**config.mk**
```make
export PLATFORM = sky130hd
export DESIGN_NAME = rx_cmd_parser
export DESIGN_NICKNAME = d
export VERILOG_FILES = /design/src/rtl/rx_cmd_pkg.sv /design/src/rtl/rx_cmd_parser_dec_accum.sv /design/src/rtl/rx_cmd_parser.sv
export SDC_FILE = /design/constraint.sdc
export NUM_CORES = 1
export LEC_CHECK = 0
export CAP_MARGIN = 20
export CORE_ASPECT_RATIO = 1.1
export CORE_MARGIN = 4
export CORE_UTILIZATION = 50
export DETAILED_ROUTE_END_ITERATION = 8
export PLACE_DENSITY_LB_ADDON = 0.2
export SYNTH_ARGS = -nofsm -noshare
export SYNTH_HDL_FRONTEND = slang
export SYNTH_SLANG_ARGS = --single-unit
export TNS_END_PERCENT = 5
```
**constraint.sdc**
```tcl
create_clock -name clk -period 7.25 [get_ports clk]
set_input_delay 0.725 -clock clk [delete_from_list [all_inputs] [get_ports clk]]
set_output_delay 0.725 -clock clk [all_outputs]
set_load 0.02 [all_outputs]
```
**src/rtl/rx_cmd_pkg.sv**
```systemverilog
// Shared constants for the command-line parser: ASCII codes, FSM states
// and commit targets.
package rx_cmd_pkg;

    localparam logic [7:0] CHR_A     = 8'h61;  // 'a'
    localparam logic [7:0] CHR_B     = 8'h62;  // 'b'
    localparam logic [7:0] CHR_O     = 8'h6F;  // 'o'
    localparam logic [7:0] CHR_D     = 8'h64;  // 'd'
    localparam logic [7:0] CHR_MINUS = 8'h2D;  // '-'
    localparam logic [7:0] CHR_CR    = 8'h0D;
    localparam logic [7:0] CHR_LF    = 8'h0A;
    localparam logic [7:0] CHR_0     = 8'h30;
    localparam logic [7:0] CHR_9     = 8'h39;

    typedef enum logic [2:0] {
        IDLE    = 3'd0,
        SIGN    = 3'd1,
        DIGIT   = 3'd2,
        WAIT_CR = 3'd3,
        DISCARD = 3'd4
    } state_t;

    typedef enum logic [1:0] {
        TGT_A  = 2'd0,
        TGT_B  = 2'd1,
        TGT_OP = 2'd2
    } tgt_t;

endpackage

```
**src/rtl/rx_cmd_parser_dec_accum.sv**
```systemverilog
// Decimal accumulator: collects up to three ASCII digits into a 10-bit
// magnitude and flags a fourth digit as overflow.
module dec_accum (
    input  logic       clk,
    input  logic       reset,      // asynchronous, active-low
    input  logic       clear,
    input  logic       load,
    input  logic       shift,
    input  logic       digit_vld,
    input  logic [3:0] digit,
    output logic [9:0] acc,
    output logic [1:0] count,
    output logic       ovf
);

    // A digit arriving with three already held cannot be represented.
    assign ovf = digit_vld && (count == 2'd3);

    // Clear wins over load, load over shift-in.
    always_ff @(posedge clk or negedge reset) begin
        if (!reset) begin
            acc   <= '0;
            count <= '0;
        end else if (clear) begin
            acc   <= '0;
            count <= '0;
        end else if (load) begin
            acc   <= {6'd0, digit};
            count <= 2'd1;
        end else if (shift) begin
            acc   <= (acc * 10'd10) + {6'd0, digit};
            count <= count + 2'd1;
        end
    end

endmodule

```
**src/rtl/rx_cmd_parser.sv**
```systemverilog
// ASCII command-line parser between uart_rx and the ALU/transmit path.
// Lines: a|b|o [-] 1..3 digits CR, or d CR; LF ignored everywhere.
// Build option: RX_UPPERCASE_EN accepts 'A','B','O','D' as commands.
module rx_cmd_parser
    import rx_cmd_pkg::*;
#(
    parameter int DBIT = 8,
    parameter int OPW  = 6
) (
    input  logic                   clk,
    input  logic                   reset,
    input  logic                   rx_done_tick,
    input  logic [7:0]             dout,
    input  logic                   rd,
    output logic signed [DBIT-1:0] a_out,
    output logic signed [DBIT-1:0] b_out,
    output logic [OPW-1:0]         op_out,
    output logic                   show,
    output logic                   err_tick
);

    state_t     state, state_n;
    tgt_t       tgt, tgt_n;
    logic       neg, neg_n;
    logic [7:0] cmd;
    logic       is_cr, is_lf, is_minus, is_digit;
    logic       acc_clear, acc_load, acc_shift, digit_vld, ovf;
    logic [9:0] acc;
    logic [1:0] count;
    logic       commit, err_set, show_set;

    // Magnitude fits the target register for the given sign.
    function automatic logic range_ok(input logic [9:0] mag, input logic is_neg, input tgt_t t);
        int v;
        v = int'(mag);
        if (t == TGT_OP)
            return v <= (1 << OPW) - 1;
        else if (is_neg)
            return v <= (1 << (DBIT - 1));
        else
            return v <= (1 << (DBIT - 1)) - 1;
    endfunction

    // Two's complement value of a sign/magnitude pair; "-0" gives 0.
    function automatic logic signed [DBIT-1:0] to_signed(input logic [9:0] mag, input logic is_neg);
        logic signed [DBIT-1:0] m;
        m = DBIT'(mag);
        return is_neg ? -m : m;
    endfunction

`ifdef RX_UPPERCASE_EN
    assign cmd = (dout >= 8'h41 && dout <= 8'h5A) ? (dout | 8'h20) : dout;
`else
    assign cmd = dout;
`endif

    assign is_cr     = (dout == CHR_CR);
    assign is_lf     = (dout == CHR_LF);
    assign is_minus  = (dout == CHR_MINUS);
    assign is_digit  = (dout >= CHR_0) && (dout <= CHR_9);
    assign digit_vld = rx_done_tick && is_digit && (state == DIGIT);

    dec_accum u_accum (
        .clk       (clk),
        .reset     (reset),
        .clear     (acc_clear),
        .load      (acc_load),
        .shift     (acc_shift),
        .digit_vld (digit_vld),
        .digit     (dout[3:0]),
        .acc       (acc),
        .count     (count),
        .ovf       (ovf)
    );

    // FSM state, target and sign registers.
    always_ff @(posedge clk or negedge reset) begin
        if (!reset) begin
            state <= IDLE;
            tgt   <= TGT_A;
            neg   <= 1'b0;
        end else begin
            state <= state_n;
            tgt   <= tgt_n;
            neg   <= neg_n;
        end
    end

    // Next-state decode of one received byte, range check on CR.
    always_comb begin
        state_n   = state;
        tgt_n     = tgt;
        neg_n     = neg;
        acc_clear = 1'b0;
        acc_load  = 1'b0;
        acc_shift = 1'b0;
        commit    = 1'b0;
        err_set   = 1'b0;
        show_set  = 1'b0;
        if (rx_done_tick && !is_lf) begin
            case (state)
                IDLE: begin
                    if (cmd == CHR_A || cmd == CHR_B || cmd == CHR_O) begin
                        state_n   = SIGN;
                        neg_n     = 1'b0;
                        acc_clear = 1'b1;
                        tgt_n     = (cmd == CHR_A) ? TGT_A : (cmd == CHR_B) ? TGT_B : TGT_OP;
                    end else if (cmd == CHR_D) begin
                        state_n = WAIT_CR;
                    end else if (!is_cr) begin
                        state_n = DISCARD;
                    end
                end
                SIGN: begin
                    if (is_minus && tgt != TGT_OP) begin
                        state_n = DIGIT;
                        neg_n   = 1'b1;
                    end else if (is_digit) begin
                        state_n  = DIGIT;
                        acc_load = 1'b1;
                    end else begin
                        state_n = DISCARD;
                    end
                end
                DIGIT: begin
                    if (is_digit) begin
                        if (ovf)
                            state_n = DISCARD;
                        else
                            acc_shift = 1'b1;
                    end else if (is_cr && count != 2'd0) begin
                        state_n = IDLE;
                        if (range_ok(acc, neg, tgt))
                            commit = 1'b1;
                        else
                            err_set = 1'b1;
                    end else begin
                        state_n = DISCARD;
                    end
                end
                WAIT_CR: begin
                    if (is_cr) begin
                        show_set = 1'b1;
                        state_n  = IDLE;
                    end else begin
                        state_n = DISCARD;
                    end
                end
                DISCARD: begin
                    if (is_cr) begin
                        err_set = 1'b1;
                        state_n = IDLE;
                    end
                end
                default: state_n = IDLE;
            endcase
        end
    end

    // Committed operand and opcode registers; only the line's target moves.
    always_ff @(posedge clk or negedge reset) begin
        if (!reset) begin
            a_out  <= '0;
            b_out  <= '0;
            op_out <= '0;
        end else if (commit) begin
            case (tgt)
                TGT_A:   a_out  <= to_signed(acc, neg);
                TGT_B:   b_out  <= to_signed(acc, neg);
                TGT_OP:  op_out <= OPW'(acc);
                default: ;
            endcase
        end
    end

    // Display request held until acknowledged; a new request beats rd.
    always_ff @(posedge clk or negedge reset) begin
        if (!reset)
            show <= 1'b0;
        else if (show_set)
            show <= 1'b1;
        else if (rd)
            show <= 1'b0;
    end

    // Single-cycle reject pulse.
    always_ff @(posedge clk or negedge reset) begin
        if (!reset)
            err_tick <= 1'b0;
        else
            err_tick <= err_set;
    end

endmodule

```
==> out/qor.csv <==
metric;value;unit
grt_overflow_total;0;
synthTopCellsByCount;dfrtp_1, ha_1, nand2_1;
fin_nets;326;
clock_latency;0.29;ns
cts_resized;0;
crit_path_start_kind;input port;
synth-edff-count;0;
root_buffer;clkbuf_8;
p_int;374;uW
clock.fmax;311;MHz
routed_via_density;5.79;
layoutNonFillerInstCount;371;
finalHoldViolations;0;
drt-total-wl;5670;um
place_congestion;0.850;
powerDensity;153;nW/um^2
clk_transition_reported_paths;0.08;ns
leakagePower;0.00149;uW
synth-seq-cells;42;
area_growth_syn_to_layout;17.7;%
period_minus_slack;3.22;ns
diodes;0;
finalMaxSlewViolations;0;
cts_tree;done;
cts_hold_buf;0;
syn_area;2790;um^2
synth_top_cells_by_area;dfrtp_1, ha_1, mux2_1, xnor2_1, mux2_4;
switching_share;25.3;%
yosys_warnings;0;
placed_cells;363;
crit_start;dout[1];
drc;0;
sequentialPowerShare;50.3;%
final.setup.tns;0;ns
vias;2147;
fin_skew;0.00371;ns
ir_worst_vdd;0.0956;mV
cap_violations;0;
dieArea;6830;um^2
rsz0062_at_grt;no;
crit_required;7.42;ns
rows;28;
switching_power;127;uW
tightest_slew;0.935;ns
clockBufferDepth;2;
holdCritPathClass;register to register;
initial_core_util;51.6;%
combPwrFrac;14.1;%
finalCritPeriodShare;44.4;%
synth_most_common_cell;dfrtp_1;
endpoint_kind;register;
status;completed;
die_w;79.2;um
arrival;3.39;ns
synthCells;265;
synthArstFlopShare;100;%
max_slew_margin;37.6;%
synth_top_area_cell;dfrtp_1;
avgRoutedWirePerCell;15.3;um
yosysUniqueCellTypes;61;
ys_seq_area_share;37.7;%
dp_hpwl;4360;um
grt_start_max_net_pins;43;
syn-num-nets;296;
crit_fanout;11;
htreeDepth;2;
drtIter0Drc;112;
grt_use_total;18.4;%
clock_sinks;42;
ant_nets;0;
final-setup-viol-count;0;
syn_avg_cell_area;10.5;um^2
io_pins;36;
grt_pass1_vias;2114;
drive_gt1_share;10.8;%
critPathKind;input port to register;
grt_pass1_wl;10200;um
io_buffers;35;
first_pass_iters;4;
die_height;86.3;um
synth_ff_type;dfrtp_1;
synth_top_area_share;37.7;%
min_from;b_out[4];
antenna_found_initial;0;
postCtsSetupBuffers;0;
pwr-share-clk;35.6;%
core-area;5400;um^2
rr_startpoint;u_accum.acc[3];
cts_buffers;5;
-- layout by cell type, fill, tap and decap left out, drive strengths merged, types with 2 or more instances in the layout --
cell | netlist | layout
xnor2 | 15 | 15
a211o | 3 | 3
buf | 4 | 2
xor2 | 4 | 4
nand2 | 17 | 17
o22ai | 2 | 2
mux2 | 22 | 22
o2111ai | 3 | 3
clkbuf | 9 | 7
and2 | 2 | 2
dfrtp | 42 | 42
nor3b | 2 | 2
o21ai | 13 | 13
and3 | 3 | 3
inv | 13 | 13
or3 | 3 | 3
or3b | 2 | 2
and4 | 2 | 2
ha | 17 | 17
nor4 | 4 | 4
nor3 | 10 | 10
clkdlybuf4s50 | 0 | 34
fa | 2 | 2
a22o | 6 | 6
nand2b | 4 | 4
a21oi | 7 | 7
a2111oi | 2 | 2
nor2 | 15 | 15
nand4b | 2 | 2
a211oi | 4 | 4
nand3 | 7 | 7
o21a | 2 | 2
a31oi | 2 | 2
o31ai | 3 | 3
or4 | 2 | 2
nor2b | 2 | 2
-- layer usage --
| layer | wire, um | GRT usage (%) |
|---|---|---|
| met1 | 2650 | 25.1 |
| met5 | 0 | 0 |
| met2 | 2630 | 29.9 |
| met3 | 289 | 3.01 |
| met4 | 106 | 6.25 |
-- final timing paths --
kind	endpoint	slack, ns	cells past startpoint
worst max-delay path	u_accum.acc[9]	4.03	9
min in group asynchronous	state[0]	0.57	1
worst min register to register	b_out[4]	0.49	1
worst max register to register	u_accum.acc[9]	4.27	8
max in group asynchronous	u_accum.acc[5]	6.10	1
worst min-delay path	b_out[4]	0.49	1
-- power groups by stage --
| stage | sequential, uW | combinational, uW | clock (uW) |
|---|---|---|---|
| 2_1_floorplan | 252 | 49.9 | 0 |
| 3_3_place_gp | 256 | 68.8 | 0 |
| 3_5_place_dp | 256 | 70.0 | 0 |
| 4_1_cts | 251 | 71.1 | 184 |
| 5_1_grt | 253 | 80.8 | 193 |
| 6_report | 252 | 70.5 | 178 |
-- metrics by stage --
stage	utilization, %	hold slack, ns	area, um^2	worst slack [ns]	total power [uW]
after floorplan	-	0.429	2790	4.52	302
after global placement	58.8	0.470	3170	3.83	325
after detailed placement	58.8	0.474	3170	3.74	326
after CTS	60.8	0.492	3280	4.04	506
after global routing	60.8	0.515	3280	3.91	527
final	60.8	0.486	3280	4.03	501
-- final cells by class --
class                           count  area (um^2)
Multi-Input combinational cell    197         1630
Fill cell                         466         2120
Clock buffer                        7         76.3
Tap cell                           75         93.8
Timing Repair Buffer               36          353
Clock inverter                      1         30.0
Inverter                           13         48.8
Sequential cell                    42         1050
-- sequential cells by signal, summed over array words and instances (netlist names) --
name,cells
state,3
op_out,6
err_tick,1
tgt,2
b_out,8
u_accum.acc,10
show,1
u_accum.count,2
a_out,8
neg,1
-- cells by family after synthesis --
logic type	count (synthesis)	share of synthesized area, %
AO/OA/AOI/OAI	55	14.5
XOR/XNOR	19	5.97
adder cells (fa/ha/maj)	19	9.07
buffers and inverters	26	3.91
flip-flops	42	37.7
multiplexers	23	10.3
AND/OR/NAND/NOR	81	18.5
-- worst max-delay path, cell delays in order --
cell and delay (ns):
clkdlybuf4s50_1 0.70, ha_1 0.24, inv_1 0.06, fa_1 0.39, nor2b_1 0.16, o2111ai_1 0.17, or3_1 0.41, o2111ai_1 0.18
or3b_1 0.36
Note: power is estimated with default switching activity, not from simulation.
